**config.mk**
```make
export PLATFORM = sky130hd
export DESIGN_NAME = tx_lane_scheduler
export DESIGN_NICKNAME = d
export VERILOG_FILES = /design/src/rtl/phy_tx_pkg.sv /design/src/rtl/rr_pick2.sv /design/src/rtl/tx_lane_scheduler.sv
export SDC_FILE = /design/constraint.sdc
export NUM_CORES = 1
export LEC_CHECK = 0
export ABC_AREA = 1
export BUFFER_PORTS_ARGS = -buffer_cell sky130_fd_sc_hd__buf_2
export CORE_MARGIN = 2
export CORE_UTILIZATION = 49
export DETAILED_ROUTE_END_ITERATION = 16
export PLACE_DENSITY = 0.81
export SYNTH_ARGS = -nofsm -noshare
export SYNTH_HDL_FRONTEND = slang
export SYNTH_SLANG_ARGS = --single-unit
```
**constraint.sdc**
```tcl
create_clock -name dclk -period 2.48 [get_ports dclk]
set_input_delay 0.744 -clock dclk [delete_from_list [all_inputs] [get_ports dclk]]
set_output_delay 0.744 -clock dclk [all_outputs]
set_load 0.02 [all_outputs]
```
**src/rtl/phy_tx_pkg.sv**
```systemverilog
// Shared definitions for the PHY transmit path: scheduler state encoding,
// COM symbol value and default training length.
package phy_tx_pkg;

  localparam int         TRAIN_LEN_DEF = 4;
  localparam logic [7:0] COM_SYM       = 8'hBC;

  typedef enum logic [1:0] {
    S_TRAIN = 2'd0,
    S_IDLE  = 2'd1,
    S_BUSY  = 2'd2
  } tx_state_e;

endpackage

```
**src/rtl/rr_pick2.sv**
```systemverilog
// Two-way round-robin pick: a lone request wins outright, and on contention
// the lane named by prio wins. Output is one-hot, or zero when nobody asks.
module rr_pick2 (
  input  logic [1:0] req,
  input  logic       prio,
  output logic [1:0] pick
);

  always_comb begin
    pick = 2'b00;
    case (req)
      2'b01:   pick = 2'b01;
      2'b10:   pick = 2'b10;
      2'b11:   pick = prio ? 2'b10 : 2'b01;
      default: pick = 2'b00;
    endcase
  end

endmodule

```
**src/rtl/tx_lane_scheduler.sv**
```systemverilog
// Two-lane packet scheduler: trains after reset, then grants whole packets
// to one lane at a time and registers the accepted bytes toward the serializer.
//   state   | meaning
//   S_TRAIN | link training, counts TRAIN_LEN cycles, no traffic
//   S_IDLE  | link up, no owner; arbitrates between requesting lanes
//   S_BUSY  | owner lane streams bytes until its last byte is taken
module tx_lane_scheduler
  import phy_tx_pkg::*;
#(
  parameter int TRAIN_LEN = TRAIN_LEN_DEF,
  parameter int DATA_W    = 8
) (
  input  logic              dclk,
  input  logic              default_values,
  input  logic              req0,
  input  logic [DATA_W-1:0] data0,
  input  logic              last0,
  output logic              ack0,
  input  logic              req1,
  input  logic [DATA_W-1:0] data1,
  input  logic              last1,
  output logic              ack1,
  output logic              valid_out,
  output logic [DATA_W-1:0] data_out,
  output logic              link_up,
  output logic [1:0]        gnt
);

  localparam int CNT_W = (TRAIN_LEN > 1) ? $clog2(TRAIN_LEN) : 1;

  tx_state_e         r_state;
  tx_state_e         w_next_state;
  logic [CNT_W-1:0]  r_train_cnt;
  logic              r_prio;
  logic [1:0]        r_gnt;
  logic              r_valid;
  logic [DATA_W-1:0] r_data;
  logic [1:0]        w_pick;
  logic [1:0]        w_ack;
  logic              w_end_pkt;

  rr_pick2 u_pick (
    .req  ({req1, req0}),
    .prio (r_prio),
    .pick (w_pick)
  );

  always_comb begin
    w_next_state = r_state;
    w_ack        = 2'b00;
    case (r_state)
      S_TRAIN: if (r_train_cnt == CNT_W'(TRAIN_LEN - 1)) w_next_state = S_IDLE;
      S_IDLE:  if (|w_pick) w_next_state = S_BUSY;
      S_BUSY: begin
        w_ack = r_gnt & {req1, req0};
        if (|(w_ack & {last1, last0})) w_next_state = S_IDLE;
      end
      default: w_next_state = S_TRAIN;
    endcase
    if (default_values) w_ack = 2'b00;
  end

  assign w_end_pkt = |(w_ack & {last1, last0});

  always_ff @(posedge dclk) begin
    if (default_values) begin
      r_state     <= S_TRAIN;
      r_train_cnt <= '0;
      r_prio      <= 1'b0;
      r_gnt       <= 2'b00;
      r_valid     <= 1'b0;
      r_data      <= '0;
    end else begin
      r_state <= w_next_state;
      r_valid <= |w_ack;
      if (r_state == S_TRAIN) r_train_cnt <= r_train_cnt + 1'b1;
      if (r_state == S_IDLE) r_gnt <= w_pick;
      // The lane that just finished yields priority to the other one.
      if (r_state == S_BUSY && w_end_pkt) begin
        r_gnt  <= 2'b00;
        r_prio <= r_gnt[0];
      end
      if (|w_ack) r_data <= r_gnt[1] ? data1 : data0;
    end
  end

  assign ack0      = w_ack[0];
  assign ack1      = w_ack[1];
  assign valid_out = r_valid;
  assign data_out  = r_data;
  assign link_up   = (r_state != S_TRAIN);
  assign gnt       = r_gnt;

endmodule

```
# After elaboration in Yosys (flattened, before gate mapping)
# Index checks and enable logic that the tools add are counted.
# op_classes
addsub	1
eq_ne	9
n_mux	9
bitwise	3
reduce_logical	9
# ops
cell	count
$mux 2	6
$pmux 2 s3	2
$reduce_or 2->1	5
$eq 2x2->1 const B	4
$mux 8	1
$and 2x2->2	3
$ne 2x2->1 const B	3
$eq 2x1->1 const B	2
$reduce_and 3->1	1
$add 2x1->2 const B	1
$logic_not 2->1	1
$reduce_bool 2->1	1
$logic_and 1x1->1	1
# word_totals
ff_bits	16
input_bits	22
out_inout_bits	14

# Logic depth before layout (Yosys ltp)
# Gate-level depths: netlist (run 1).
# logic_depth
word_depth	7
ltp_mapped	8

# By module
# A second synthesis (run 1) with hierarchy kept.
# unflattened
hier_cells	133
area_unflattened_um2	834.6
# modules_own_cells
mod	n_inst	cells_per_inst	area_each_um2	seq_area_each_um2
tx_lane_scheduler	1	128	814.5	320.3
rr_pick2	1	5	20.0	0.0

# Worst setup path after synthesis (run 1)
# OpenSTA, ideal clock, no wires.
# synth_timing
path_kind	input -> output
startpoint	input default_values
endpoint	output ack0
t_arrival_ns	1.257
slack_ns	0.479
cell_stages	3
path_cell_list	inv_1 nand3_2 nor2_1
# synth_between
elab_chain_cells	1
# synth_lines
element	line	text
from (decl)	tx_lane_scheduler.sv:14	input logic default_values,
$mux 2	tx_lane_scheduler.sv:60	if (default_values) w_ack = 2'b00;
to (decl)	tx_lane_scheduler.sv:18	output logic ack0,
# No other way between the ends.

# Worst setup path in the final report (run 1)
# Same ends and word-level chain as after synthesis.

==> metrics, run 1 <==
post-synth top area share 37.3%; Distinct cells, synth 20; full die area 0.00211 mm²; CP Class in2out; Synth Area in XOR/XNOR 0%; Root Buffer clkbuf_4; Reg area 320 µm²; CTS tree done; ant diodes 0; crit start category primary input; CP peak stage delay 190 ps; flops & latches, synth 16; critical path buffer and inverter count 3; most used cell along the critical path buf_2; MaxCap Viol Count 0; routed len/inst 9.96 µm; maximum clock path buffer count 2; DP HPWL 1.43 mm; Worst Path Max Fanout 4; multiplexer area fraction after synthesis 0%; sequential fraction of the synthesis area 37.3%; crit-path leading delay family buffers and inverters; # Post-CTS Setup Buffers 0; routability cong. 0.892; Starting Density 50.9%; Clock Skew 3.15 ps; die width 45.9 µm; Crit-path slowest cell buf_2; crit path cell chain buf_2 -> inv_1 -> nand3_2 -> nor2_1 -> buf_2; gr usage total 19.1%; hold crit path type reg2reg; Final Slew Violations 0; DP Area 0.00104 mm²; Arrival @ worst endpoint 1440 ps; multi-input combinational cell area 449 µm²; Hold Vio Cnt, Final 0; largest net degree at the start of global routing 13; Final Setup Violations 0; Worst Path Required 1740 ps; RSZ-0062 raised after global routing no; H-tree levels 1; Antenna Nets Post-Route 0; cell count after synthesis 131; DR vias 900; Slew @ Worst Pin 578 ps; status completed; vias per cell 4.84; grt total ovfl 0; Die Y 45.9 µm; Worst-path clk slew 90 ps; largest family of logic cells by synthesized area simple AND/OR/NAND/NOR gates; Ports 36; total CTS buffers 3; Yosys Warn Count 0; Fin Hold WS 475 ps; # rows 15; DRT Pass-1 Iters 4; Syn Nets 154; post-synthesis cell area 860 µm²; # hold bufs at CTS 0; Compound-Gate Fraction of Synth Area 9.32%; final period utilization 88.1%; maximum clock frequency 458 MHz; Clock Latency Late Sink 290 ps; VDD IR-drop max 445 µV; Post-Synth Adder-Cell Area 1.46%; # nets final 193; post-cts resize count 0; Simple-Gate Fraction of Synth Area 41.5%; Power Dens Cells 693 mW/mm²; DRC errors left 0; Synth area leader dfxtp_1; vias in the first global route 699; first-pass GRT wire length 2.84 mm; CP endpoint kind primary output; Slew HR 61.5%; post-route minimum period 2180 ps; design area 0.00108 mm²; syn avg cell area 6.56 µm²; setup_tns 0 ps; FILL cells 171; final wirelength 1.85 mm; Core Region 0.00169 mm²; Pleak 0.606 nW; antenna violations before repair 0; top post-synthesis cells by area dfxtp_1 (37%), nand2_1 (20%), nor2_1 (9.2%); commonest non-fill, non-tap cell in the layout nand2_1; most frequent cells in the layout nand2_1 (45), buf_2 (35), nor2_1 (21), dfxtp_1 (16), inv_1 (13); 1st-iter DRT viols 16; Sink Count 16; layout cells sized above 1 33.1%; I/O Buffers 35; synth-to-layout area growth 25.3%
## cell type report
| type | count | share of cell area (%) |
|---|---|---|
| Multi-Input combinational cell | 96 | 41.7 |
| Sequential cell | 16 | 29.7 |
| Timing Repair Buffer | 37 | 17.7 |
| Inverter | 16 | 5.57 |
| Clock buffer | 4 | 3.37 |
| Tap cell | 17 | 1.97 |
## worst min-delay path: stages (launching register included)
cell and delay [ps]:
dfxtp_1 320, nand3_1 70, nand2_1 40
## metal layers
layer / global-route usage [%] / up-vias / wire (µm) / part of all wire (%)
li1: - / 472 / - / -
met1: 21.4 / 395 / 777 / 42
met2: 32.5 / 27 / 950 / 51
met3: 4.76 / 6 / 89 / 4.8
met4: 10.9 / 0 / 35 / 1.9
met5: 0 / - / 0 / 0
## worst paths after layout
check                                     from           to  slack [ps]  depth (start not counted)
worst min register to register          r_prio       r_prio         470                          2
worst min-delay path                    r_prio       r_prio         470                          2
worst max register to register          gnt[0]  data_out[1]        1160                          6
worst max-delay path            default_values         ack0         300                          5
## Yosys cell counts, drive strengths merged
library cell,instances
nand2,52
dfxtp,16
clkbuf,1
inv,16
a21boi,2
o21ai,4
buf,2
nand3b,1
ha,1
nand3,7
a21oi,6
nor2,23
## cells by family after synthesis
family	after synthesis
AND/OR/NAND/NOR	83
buffers and inverters	19
flip-flops	16
AO/OA/AOI/OAI	12
adder cells (fa/ha/maj)	1
## registers in the layout, summed over array words and instances (netlist names)
name,cells
r_prio,1
r_train_cnt,2
valid_out,1
data_out,8
gnt,2
r_state,2
## where the power goes
part	switching, mW	internal [mW]
Clock	0.0837	0.0894
Combinational	0.166	0.0940
Sequential	0.0238	0.290
Total	0.273	0.474
## through the flow
step,instances,power [mW],utilization (%),setup slack [ps]
after detailed placement,182,0.579,61.6,351
final,186,0.747,63.8,295
after floorplan,131,0.504,-,479
after global placement,182,0.569,61.6,415
after global routing,186,0.805,63.8,263
after CTS,186,0.752,63.8,303
Power figures use the tool's default switching activity.
==> run 2: changes to the inputs <==
Settings changed: PLACE_DENSITY 0.81 to 0.84.
==> run 2 against run 1 <==
Compared with the run above: clock skew is 2.3 ps lower; critical path depth stayed put; highest routed layer unchanged; worst setup slack better by 5.7 ps; first-iteration DRC count is 19% lower; largest cell class unchanged; clock-buffer cell count stayed put; flip-flop and latch count stayed put; hold slack worse by 0.93 ps; die area stayed put; power is 0.31% higher.
==> metrics, run 2 (synthesized netlist as in run 1, its figures left out) <==
Pleak 0.606 nW; die width 45.9 µm; Worst-path clk slew 100 ps; antenna violations before repair 0; maximum clock path buffer count 2; most frequent cells in the layout nand2_1 (45), buf_2 (35), nor2_1 (21), dfxtp_1 (16), inv_1 (13); RSZ-0062 raised after global routing no; post-route minimum period 2180 ps; DRT Pass-1 Iters 4; setup_tns 0 ps; layout cells sized above 1 33.1%; max reg flops 8; most used cell along the critical path buf_2; clock power share 23.5%; Combinational Power Share 34.8%; critical path buffer and inverter count 3; total CTS buffers 3; design area 0.00108 mm²; gr usage total 19.2%; DP HPWL 1.41 mm; reg-to-reg slack, setup 1140 ps; crit start category primary input; Final Setup Violations 0; # hold bufs at CTS 0; Core Region 0.00169 mm²; ant diodes 0; grt total ovfl 0; crit path cell chain buf_2 -> inv_1 -> nand3_2 -> nor2_1 -> buf_2; CP endpoint kind primary output; Power Dens Cells 696 mW/mm²; status completed; crit-path leading delay family buffers and inverters; Root Buffer clkbuf_4; routability cong. 0.891; Sink Count 16; I/O Buffers 35; Slew HR 60.9%; DR vias 897; DRC errors left 0; first-pass GRT wire length 2.91 mm; Net Switching 0.277 mW; Clock Skew 0.848 ps; switching part of the total power 36.9%; sequential share of power 41.8%; final period utilization 87.9%; FILL cells 150; # nets final 193; MaxCap Viol Count 0; full die area 0.00211 mm²; Arrival @ worst endpoint 1440 ps; Clock Latency Late Sink 290 ps; VDD IR-drop max 477 µV; Starting Density 50.9%; maximum clock frequency 459 MHz; Final Slew Violations 0; hold crit path type reg2reg; post-cts resize count 0; Ports 36; CP peak stage delay 190 ps; commonest non-fill, non-tap cell in the layout nand2_1; # Post-CTS Setup Buffers 0; Pwr Total 0.749 mW; Pint 0.473 mW; largest net degree at the start of global routing 13; Worst Path Max Fanout 4; CTS tree done; Die Y 45.9 µm; vias in the first global route 741; vias per cell 4.82; CP Class in2out; final wirelength 1.95 mm; DP Area 0.00104 mm²; Antenna Nets Post-Route 0; Worst Path Required 1740 ps; synth-to-layout area growth 25.3%; H-tree levels 1; Hold Vio Cnt, Final 0; routed len/inst 10.5 µm; # rows 15; Slew @ Worst Pin 586 ps; 1st-iter DRT viols 13; Crit-path slowest cell buf_2
==> run 2: cell counts in the layout (fill, tap and decap cells not counted) <==
Identical to the previous run, type by type.
==> run 2: worst min-delay path, stage by stage, from the launching register on <==
cell and delay, ps:
dfxtp_1 320, nand3_1 70, nand2_1 40
==> run 2: worst paths after layout <==
| check | from | end | depth (start not counted) |
|---|---|---|---|
| min reg2reg | r_prio | r_prio | 2 |
| min | r_prio | r_prio | 2 |
| max | default_values | ack0 | 5 |
| max reg2reg | gnt[0] | data_out[3] | 6 |
==> run 2: power groups by stage <==
stage | logic (mW) | registers (mW) | clock network (mW)
final | 0.260 | 0.313 | 0.176
after global placement | 0.252 | 0.318 | 0
after detailed placement | 0.257 | 0.318 | 0
after CTS | 0.261 | 0.313 | 0.179
after global routing | 0.292 | 0.317 | 0.192
after floorplan | 0.177 | 0.327 | 0
==> run 2: per-stage QoR <==
stage	setup slack (ps)	hold slack, ps	cells	utilization (%)
2_1_floorplan	479	439	131	-
4_1_cts	320	477	186	63.8
3_5_place_dp	370	464	182	61.6
6_report	301	474	186	63.8
5_1_grt	253	491	186	63.8
3_3_place_gp	415	452	182	61.6
==> run 2: layer usage <==
metal	vias up	track usage [%]	wire length (µm)
met5	-	0	0
met4	0	11.4	40
met3	6	3.57	85
met2	23	32.2	944
met1	395	22.4	883
li1	473	-	-
==> run 2: area by class of cell <==
class	instances	area [µm²]	share of cell area, %
flip-flops and latches	16	320	29.7
inverters	16	60.1	5.57
clock buffers	4	36.3	3.37
repair buffers	37	190	17.7
multi-input cells	96	449	41.7
well taps	17	21.3	1.97
==> run 3: changes to the inputs <==
Settings changed: ABC_AREA 1 to not set, CORE_MARGIN 2 to not set, CORE_UTILIZATION 49 to 48, PLACE_DENSITY 0.84 to 0.85.
==> run 3 against run 2 <==
Compared with the run above: sequential power fell by 9.9%; combinational power is 60% lower; sequential share of layout area grew 2.6 points; via count shrank 16%; largest power group unchanged; highest routed layer unchanged.
==> metrics, run 3 <==
status completed; die width 42.1 µm; Hold Vio Cnt, Final 0; syn avg cell area 9.19 µm²; final period utilization 84.2%; Pleak 0.411 nW; synth-to-layout area growth 28.2%; Antenna Nets Post-Route 0; post-route minimum period 2090 ps; DP HPWL 1.20 mm; CP peak stage delay 210 ps; cell count after synthesis 84; Distinct cells, synth 27; reg2reg end r_prio; Arrival @ worst endpoint 1340 ps; Synth area leader dfxtp_1; post-synth top area share 41.5%; Worst Path Max Fanout 19; VDD IR-drop max 317 µV; Die Y 42.1 µm; # Post-CTS Setup Buffers 0; Pwr Total 0.560 mW; Clock Skew 8.72 ps; FF-to-FF Start gnt[1]; gr usage total 20.7%; vias in the first global route 672; Syn Nets 107; 1st-iter DRT viols 12; H-tree levels 1; Final Slew Violations 0; # nets final 144; sequential fraction of the synthesis area 41.5%; main flop type after synthesis dfxtp_1; Synth top cells by count dfxtp_1 (16), a21oi_1 (11), mux2i_1 (9); asr flop ratio synth 0%; Worst-path clk slew 90 ps; post-synthesis cell area 772 µm²; Root Buffer clkbuf_4; vias per cell 5.53; hold depth 2; Core Region 0.00151 mm²; maximum clock frequency 479 MHz; crit-path leading delay family buffers and inverters; total CTS buffers 3; commonest non-fill, non-tap cell in the layout buf_2; Ports 36; post-cts resize count 0; # rows 14; Starting Density 51.2%; Sink Count 16; hold_sp r_train_cnt[1]; setup_tns 0 ps; Yosys Warn Count 0; Hold Path End r_train_cnt[1]; Fin Hold WS 508 ps; I/O Buffers 35; routability cong. 0.821; most frequent cells in the layout buf_2 (35), dfxtp_1 (16), a21oi_1 (11), mux2i_1 (9), a211oi_1 (8); ant diodes 0; reg-to-reg slack, setup 1180 ps; final wirelength 1.67 mm; routed len/inst 12.3 µm; first-pass GRT wire length 2.86 mm; CP Class in2out; maximum clock path buffer count 2; full die area 0.00177 mm²; layout cells sized above 1 38.3%; Clock Latency Late Sink 290 ps; Power Dens Cells 565 mW/mm²; crit path cell chain buf_2 -> nor3_1 -> buf_2; antenna violations before repair 0; DRC errors left 0; crit start category primary input; grt total ovfl 0; Worst Path Required 1740 ps; hold crit path type reg2reg; # hold bufs at CTS 0; MaxCap Viol Count 0; Slew @ Worst Pin 319 ps; RSZ-0062 raised after global routing no; Final Setup Violations 0; top post-synthesis cells by area dfxtp_1 (41%), mux2i_1 (12%), a211oi_1 (7.8%); max reg flops 8; most used cell along the critical path buf_2; Crit-path slowest cell nor3_1; number of flops mapped to enable cells by yosys 0; largest net degree at the start of global routing 20; count leader, synth dfxtp_1; CP endpoint kind primary output; path depth of the worst reg2reg path 4; Slew HR 78.7%; DRT Pass-1 Iters 4; critical path buffer and inverter count 2; flops & latches, synth 16; DR vias 752; CTS tree done
run 3: changes by cell type after synthesis, sizes merged, moves of 4 or more:
cell / before / now
nand2: 52 / 4
nor2: 23 / 5
inv: 16 / 2
mux2i: 0 / 9
a211oi: 0 / 8
a21oi: 6 / 12
nand2b: 0 / 4
nand3: 7 / 3
run 3: cells by family (layout without fill, tap and decap cells):
family / after synthesis / count (layout) / share of synthesized area, %
flops: 16 / 16 / 41.5
xor+xnor: 1 / 1 / 1.13
fa+ha+maj: 1 / 1 / 1.62
mux: 9 / 9 / 11.7
buf+inv: 6 / 42 / 3.73
simple gates: 23 / 23 / 15.9
compound gates: 28 / 28 / 24.5
run 3: layout make-up:
| type | count | area [µm²] |
|---|---|---|
| clock buffer | 4 | 36.3 |
| fill | 128 | 517 |
| inverter | 2 | 7.51 |
| multi-input combinational | 62 | 423 |
| sequential | 16 | 320 |
| tap | 16 | 20.0 |
| timing repair buffer | 36 | 183 |
run 3: per-stage QoR:
step	instance area [µm²]	setup slack [ps]	cells	util, %
after floorplan	772	330	84	-
after global placement	953	409	132	63.3
after detailed placement	953	404	132	63.3
after CTS	990	394	136	65.7
after global routing	990	331	136	65.7
final	990	392	136	65.7
run 3: report_power, final:
| group | internal [mW] | leakage (nW) | total [mW] | switching (mW) |
|---|---|---|---|---|
| registers | 0.271 | 0.130 | 0.282 | 0.0118 |
| logic | 0.0483 | 0.260 | 0.104 | 0.0558 |
| clock network | 0.0893 | 0.0210 | 0.173 | 0.0839 |
run 3: worst register-to-register path, stage by stage (launching register included):
cell and delay [ps]:
dfxtp_1 350, buf_4 230, nand3_1 150, a21oi_2 280, mux2i_1 220
run 3: worst max path at each step:
| stage | endpoint | startpoint | slack [ps] | cells past startpoint |
|---|---|---|---|---|
| floorplan | ack0 | default_values | 330 | 2 |
| global placement | ack1 | default_values | 410 | 3 |
| detailed placement | ack1 | default_values | 400 | 3 |
| CTS | ack1 | default_values | 390 | 3 |
| global route | ack1 | default_values | 330 | 3 |
| finish | ack1 | default_values | 390 | 3 |
run 3: layer usage:
layer	part of all wire, %	global-route usage [%]
met4	1.4	7.50
met5	0	0
met3	2.7	3.88
met2	51	35.3
met1	45	26.0
